File: config.mk
export PLATFORM = sky130hd
export DESIGN_NAME = procyon_biu_fill_ctrl
export DESIGN_NICKNAME = d
export VERILOG_FILES = /design/src/rtl/procyon_biu_fill_ctrl.sv
export SDC_FILE = /design/constraint.sdc
export NUM_CORES = 1
export LEC_CHECK = 0
export ABC_AREA = 1
export BUFFER_PORTS_ARGS = -buffer_cell sky130_fd_sc_hd__buf_4
export CAP_MARGIN = 5
export CORE_MARGIN = 4
export CORE_UTILIZATION = 58
export CTS_BUF_LIST = sky130_fd_sc_hd__clkbuf_2
export CTS_CLUSTER_DIAMETER = 80
export DETAILED_ROUTE_END_ITERATION = 16
export PLACE_DENSITY = 0.91
export SETUP_SLACK_MARGIN = 0.15
export SYNTH_ARGS = -nofsm -noshare
export SYNTH_HDL_FRONTEND = slang
export SYNTH_SLANG_ARGS = --single-unit
File: constraint.sdc
create_clock -name clk -period 3.8 [get_ports clk]
set_input_delay 0.76 -clock clk [delete_from_list [all_inputs] [get_ports clk]]
set_output_delay 0.76 -clock clk [all_outputs]
set_load 0.01 [all_outputs]
File: src/rtl/procyon_biu_fill_ctrl.sv
// BIU line-fill responder: fetches one cacheline as a burst of word reads on an
// in-order valid/ready memory bus and returns the assembled line with a done pulse.
module procyon_biu_fill_ctrl #(
  parameter int OPTN_ADDR_WIDTH     = 32,
  parameter int OPTN_DC_LINE_SIZE   = 32,
  parameter int OPTN_MEM_DATA_WIDTH = 32,
  parameter int DC_LINE_WIDTH       = OPTN_DC_LINE_SIZE * 8,
  parameter int NUM_BEATS           = DC_LINE_WIDTH / OPTN_MEM_DATA_WIDTH,
  parameter int BEAT_IDX_WIDTH      = $clog2(NUM_BEATS) + 1
) (
  input  logic                           clk,
  input  logic                           n_rst,
  input  logic                           i_biu_en,
  input  logic [OPTN_ADDR_WIDTH-1:0]     i_biu_addr,
  output logic                           o_biu_done,
  output logic [DC_LINE_WIDTH-1:0]       o_biu_data,
  output logic                           o_mem_req_valid,
  input  logic                           i_mem_req_ready,
  output logic [OPTN_ADDR_WIDTH-1:0]     o_mem_req_addr,
  input  logic                           i_mem_rsp_valid,
  input  logic [OPTN_MEM_DATA_WIDTH-1:0] i_mem_rsp_data
);

  localparam int DC_OFFSET  = $clog2(OPTN_DC_LINE_SIZE);
  localparam int BEAT_SEL_W = $clog2(NUM_BEATS);
  localparam int BYTE_OFF   = DC_OFFSET - BEAT_SEL_W;
  localparam logic [BEAT_IDX_WIDTH-1:0] NUM_BEATS_C = BEAT_IDX_WIDTH'(NUM_BEATS);
  localparam logic [BEAT_IDX_WIDTH-1:0] LAST_IDX    = BEAT_IDX_WIDTH'(NUM_BEATS - 1);

  typedef enum logic [1:0] {
    IDLE,
    BUSY,
    DONE,
    GAP
  } state_t;

  state_t                                state_q, state_d;
  logic [OPTN_ADDR_WIDTH-DC_OFFSET-1:0]  base_q, base_d;
  logic [BEAT_IDX_WIDTH-1:0]             req_cnt_q, req_cnt_d;
  logic [BEAT_IDX_WIDTH-1:0]             rsp_cnt_q, rsp_cnt_d;
  logic [DC_LINE_WIDTH-1:0]              data_q, data_d;
  logic                                  done_q, done_d;
  logic                                  req_fire;
  logic                                  rsp_fire;
  logic                                  unused_addr_bits;

  assign unused_addr_bits = &{1'b0, i_biu_addr[DC_OFFSET-1:0]};

  assign req_fire = o_mem_req_valid & i_mem_req_ready;
  assign rsp_fire = (state_q == BUSY) & i_mem_rsp_valid & (rsp_cnt_q < req_cnt_q);

  always_ff @(posedge clk or negedge n_rst) begin
    if (!n_rst) begin
      state_q <= IDLE;
    end else begin
      state_q <= state_d;
    end
  end

  always_comb begin
    state_d = state_q;
    case (state_q)
      IDLE:    if (i_biu_en) state_d = BUSY;
      BUSY:    if (rsp_fire && (rsp_cnt_q == LAST_IDX)) state_d = DONE;
      DONE:    state_d = GAP;
      default: state_d = IDLE;
    endcase
  end

  // Beat address keeps the line tag and only replaces the in-line offset, so it never carries out.
  always_comb begin
    o_mem_req_valid = 1'b0;
    o_mem_req_addr  = '0;
    if ((state_q == BUSY) && (req_cnt_q < NUM_BEATS_C)) begin
      o_mem_req_valid = 1'b1;
      o_mem_req_addr  = {base_q, {DC_OFFSET{1'b0}}}
                      | (OPTN_ADDR_WIDTH'(req_cnt_q[BEAT_SEL_W-1:0]) << BYTE_OFF);
    end
  end

  always_comb begin
    base_d    = base_q;
    req_cnt_d = req_cnt_q;
    rsp_cnt_d = rsp_cnt_q;
    data_d    = data_q;
    done_d    = 1'b0;
    if ((state_q == IDLE) && i_biu_en) begin
      base_d    = i_biu_addr[OPTN_ADDR_WIDTH-1:DC_OFFSET];
      req_cnt_d = '0;
      rsp_cnt_d = '0;
    end
    if (req_fire) begin
      req_cnt_d = req_cnt_q + 1'b1;
    end
    if (rsp_fire) begin
      rsp_cnt_d = rsp_cnt_q + 1'b1;
      data_d[int'(rsp_cnt_q[BEAT_SEL_W-1:0]) * OPTN_MEM_DATA_WIDTH +: OPTN_MEM_DATA_WIDTH] = i_mem_rsp_data;
      done_d = (rsp_cnt_q == LAST_IDX);
    end
  end

  always_ff @(posedge clk or negedge n_rst) begin
    if (!n_rst) begin
      base_q    <= '0;
      req_cnt_q <= '0;
      rsp_cnt_q <= '0;
      data_q    <= '0;
      done_q    <= 1'b0;
    end else begin
      base_q    <= base_d;
      req_cnt_q <= req_cnt_d;
      rsp_cnt_q <= rsp_cnt_d;
      data_q    <= data_d;
      done_q    <= done_d;
    end
  end

  assign o_biu_done = done_q;
  assign o_biu_data = data_q;

  // A response with nothing outstanding means the memory side broke in-order protocol.
  rsp_order_a: assert property (@(posedge clk) disable iff (!n_rst)
    ((state_q == BUSY) && i_mem_rsp_valid) |-> (rsp_cnt_q < req_cnt_q));

endmodule

# == Yosys cells after proc, flatten, opt, wreduce, memory -nomap -nowiden ==
# Index checks and enable logic that the tools add are counted.
# op_classes
addsub,3
order_cmp,2
eq_ne,5
n_shift,2
mux,10
n_bitwise,4
reduce_logical,7
# ops
cell,n
$bwmux W256,1
$shift A32 B33 Y256 const A,1
$shiftx A32 B33 Y256,1
$neg A8 Y33,1
$mux W32,1
$or A32 B5 Y32,1
$mux W4,3
$add A4 B1 Y4 const B,2
$pmux W2 S3,1
$eq A4 B3 Y1 const B,1
$lt A4 B4 Y1,1
$lt A4 B4 Y1 const B,1
$mux W2,2
$ne A2 B2 Y1 const B,2
$reduce_bool A2 Y1,2
$and A1 B1 Y1,3
$logic_and A1 B1 Y1,3
$eq A2 B1 Y1 const B,1
$eq A2 B2 Y1 const B,1
$logic_not A2 Y1,1
$mux W1,2
$reduce_and A2 Y1,1
# totals
ff_bits,294
output_inout_bits,290
word_cells,39

# == Logic depth before layout (Yosys ltp) ==
# depth
depth_word,6
mapped_depth,11
ltp_nobuf,10

# == Least setup slack after synthesis ==
# OpenSTA, ideal clock, no wires.
# synth_timing
kind,register -> register
startpoint,register rsp_cnt_q[0]
endpoint,register data_q[232] (netlist: o_biu_data[232])
setup_time_ns,0.130
arrival_ns,1.951
required_ns,3.670
path_slack_ns,1.719
path_stages_with_launch,10
path_buffers,2
period_less_slack_ns,2.081
path_cell_list,dfrtp_1 > inv_2 > ha_1 > ha_1 > inv_1 > clkbuf_1 > nand4_2 > clkbuf_1 > nand2_1 > o21ai_0
# synth_between
elab_chain_len,3
elab_cells_between_ends,6
# synth_rtl
element,line,rtl
start: declaration,40,"logic [BEAT_IDX_WIDTH-1:0] rsp_cnt_q, rsp_cnt_d;"
start signal: assignment,112,rsp_cnt_q <= rsp_cnt_d;
$neg A8 Y33,97,data_d[int'(rsp_cnt_q[BEAT_SEL_W-1:0]) * OPTN_MEM_DATA_WIDTH +: OPTN_MEM_DATA_WIDTH] = i_mem_rsp_data;
$shiftx A32 B33 Y256 or $shift A32 B33 Y256 (tied branches),97,
$bwmux W256,97,
end signal: assignment,113,data_q <= data_d;
end: declaration,41,"logic [DC_LINE_WIDTH-1:0] data_q, data_d;"
# Several ways; a longest one is shown, not always the timed one.
# A chain may end at the register's enable or synchronous reset.

# == Worst setup path after layout ==
# layout_timing
startpoint,register state_q[1]
endpoint,output port o_mem_req_valid
# layout_between
elab_chain_len,3
# layout_rtl
element,line,rtl
start: declaration,37,"state_t state_q, state_d;"
start signal: assignment,56,state_q <= state_d;
$eq A2 B1 Y1,74,if ((state_q == BUSY) && (req_cnt_q < NUM_BEATS_C)) begin
$logic_and A1 B1 Y1,74,
$mux W1,74,
end: declaration,17,"output logic o_mem_req_valid,"
# Every way passes these cells.

==> metrics.md <==
| Metric | Value |
|---|---|
| Final min period | `3.399 ns` |
| TritonCTS Buffers | `74` |
| RSZ-0062 raised after global routing | `no` |
| P_int | `5.199 mW` |
| Hold Crit Class | `input port to flop` |
| EDFF count, synth | `0` |
| Yosys warns | `0` |
| CP delay by family, top | `simple AND/OR/NAND/NOR gates` |
| Worst-skew pair later-pin latency | `0.83 ns` |
| Clk_skew | `0.08643 ns` |
| Ys async rst share | `100.0%` |
| Status | `complete, no violations` |
| CP arrival | `2.64 ns` |
| Reg clk slew, reported paths | `0.10 ns` |
| Leak | `8.126 nW` |
| Dominant synthesized flop cell | `dfrtp_1` |
| Final ANT Viol Nets | `0` |
| Vias | `11790` |
| Root buf cell | `clkbuf_2` |
| Share of power burned in registers | `41.8%` |
| Post-synthesis sequential area ratio | `58.30%` |
| HPWL Detailed | `27570 um` |
| I/O Buffers | `351` |
| Crit-path max FO | `31` |
| Initial antenna violation count | `2` |
| Die H | `155.5 um` |
| Share of cells above drive strength 1 | `26.68%` |
| Area Growth Syn to Fin | `25.66%` |
| Mapped cell area | `12620 um^2` |
| DP Area | `15210 um^2` |
| Vias per inst | `5.531` |
| Worst setup margin | `0.4011 ns` |
| Area occupied by multi-input gates | `4264 um^2` |
| First-pass GRT wire length | `61840 um` |
| Net Sw Frac | `41.06%` |
| Hold Vio Cnt, Final | `0` |
| Most frequent cell after synthesis | `nand2_1` |
| Max clock buf depth | `3` |
| Slowest stage delay, CP | `0.79 ns` |
| Pwr Density | `556.3 nW/um^2` |
| DRC errors left | `0` |
| Setup CP Type | `flop to output pin` |
| Width of the die | `155.5 um` |
| Synth top area cells | `dfrtp_1 (58%), nand2_1 (13%), o21ai_0 (7.5%)` |
| Final period util | `89.45%` |
| Final Util | `74.72%` |
| Largest net degree at the start of global routing | `113` |
| Sequential Area | `7358 um^2` |
| Gr usage total | `32.31%` |
| #FFs+latches synth | `294` |
| Die area | `24180 um^2` |
| Buf/Inv on CP | `3` |
| Worst EP required | `3.04 ns` |
| Slowest CP cell | `nand2_1` |
| Synth unique cells | `28` |
| DRT Pass-1 Iters | `5` |
| Mapped Cells | `1469` |
| # setup viols final | `0` |
| Routability congestion estimate | `0.8687` |
| Iter 0 DRT Violations | `972` |
| Row cnt | `53` |
| CTS Sinks | `294` |
| Power after layout | `8.821 mW` |
| Fmax | `0.2942 GHz` |
| Most frequent CP cell | `inv_1` |
| Fin area | `15860 um^2` |
| GRT Residual Overflow | `0` |
| Initial core utilization | `59.46%` |
| Vias in the first global route | `11650` |
| Mean Syn Cell Area | `8.590 um^2` |
| WL/cell | `18.52 um` |
| TNS Setup | `0 ns` |
| CTS tree | `built` |
| Synth area leader | `dfrtp_1` |
| Max H-tree Level | `3` |
| Core Region | `21220 um^2` |
| Fin nets | `1894` |
| Crit-path cells | `inv_1, ha_1, nand2_1, inv_1, buf_4` |
| Worst-Margin Slew | `1.079 ns` |
| Psw | `3.622 mW` |
| Fillers | `1505` |
| Startpoint types | `flop` |
| Slew HR | `27.87%` |
| Crit. End Element | `output pin` |
| Top-area cell type share of the netlist area | `58.30%` |
| Combinational Power Share | `34.8%` |
| Maxcap violations | `0` |
| Synth cell count leaders | `nand2_1 (453), dfrtp_1 (294), o21ai_0 (188)` |
| Postcts setup bufs | `0` |
| DRT Wirelength | `39490 um` |
| Slew Viols, Final | `0` |
| Max rail drop VDD | `0.4066 mV` |
| Ports | `359` |
| DP Worst Slack | `0.3092 ns` |
| Clock share of power | `23.4%` |
[per-stage QoR]
step                      hold WS [ns]  std cells
final                           0.1924       2132
after global routing            0.1529       2132
after CTS                       0.1256       2130
after detailed placement        0.4671       2012
after global placement          0.4664       2012
after floorplan                 0.4644       1470
[path summary, 6_finish.rpt]
check                                     from               to  slack (ns)  depth (start not counted)
min in group asynchronous                n_rst  o_biu_data[143]        0.60                          2
worst max register to register    rsp_cnt_q[1]  o_biu_data[237]        0.50                          8
max in group asynchronous                n_rst   o_biu_data[57]        2.18                          3
worst max-delay path                state_q[1]  o_mem_req_valid        0.40                          5
worst min-delay path            i_biu_addr[14]        base_q[9]        0.19                          3
worst min register to register  o_biu_data[98]   o_biu_data[98]        0.49                          2
[power groups by stage]
stage | registers, mW | logic, mW | clock network [mW]
after floorplan | 3.79 | 1.73 | 0
after global placement | 3.72 | 2.92 | 0
after detailed placement | 3.75 | 3.03 | 0
after CTS | 3.69 | 3.05 | 2.10
after global routing | 3.73 | 3.35 | 2.27
final | 3.69 | 3.07 | 2.06
[layout make-up]
| type | instances | area share (%) |
|---|---|---|
| clock inverters | 14 | 0.6944 |
| diodes | 2 | 0.03156 |
| multi-input cells | 950 | 26.89 |
| clock buffers | 103 | 3.251 |
| inverters | 131 | 3.148 |
| well taps | 275 | 2.170 |
| flip-flops and latches | 294 | 46.41 |
| repair buffers | 363 | 17.41 |
[layer usage]
| layer | global-route usage [%] | routed length [um] |
|---|---|---|
| met1 | 38.19 | 13920 |
| met2 | 54.47 | 19380 |
| met5 | 0 | 0 |
| met3 | 8.428 | 4142 |
| met4 | 17.13 | 2045 |
[worst reg2reg max path, delay by kind of cell (launching register included)]
family	cells	cell delay [ns]
adder cells (fa/ha/maj)	2	0.62
AND/OR/NAND/NOR	2	0.82
flip-flops	1	0.45
buffers and inverters	3	0.71
AO/OA/AOI/OAI	1	0.59
[registers in the layout, indices dropped and copies added, names as in the netlist]
signal      count
state_q         2
req_cnt_q       4
base_q         27
o_biu_done      1
rsp_cnt_q       4
o_biu_data    256
[cells by family after synthesis]
family | Yosys count | share of synthesized area [%]
fa+ha+maj | 11 | 1.091
simple gates | 648 | 20.97
xor+xnor | 2 | 0.1388
flops | 294 | 58.30
other cells | 1 | 0.02972
compound gates | 287 | 11.42
buf+inv | 226 | 8.042
[cells in the final DEF (no fill, tap or decap)]
cell / n
buf_12: 2
buf_4: 359
buf_8: 1
bufinv_16: 2
clkbuf_2: 103
clkinv_1: 9
clkinv_2: 1
clkinvlp_4: 1
conb_1: 2
dfrtp_1: 293
dfrtp_2: 1
diode_2: 2
dlygate4sd3_1: 1
ha_1: 10
ha_2: 1
inv_1: 125
inv_2: 5
inv_4: 1
inv_6: 1
nand2_1: 453
nand2_2: 2
nand2_4: 6
nand3_1: 57
nand4_1: 1
nand4_2: 1
nand4_4: 1
nor2_1: 87
nor2_2: 1
nor3_1: 33
nor3_2: 1
nor3b_4: 1
o21ai_0: 188
o21ai_1: 95
o22ai_1: 4
or2_2: 4
xnor2_1: 1
xor2_1: 1
[timing repair]
action | CTS | global route
resized for setup | 0 | 2
setup endpoints to repair | 0 | 20
endpoints found under the hold margin | 14 | 0
hold buffers | 1 | 0
No activity file was read; power rests on OpenSTA's default activity.
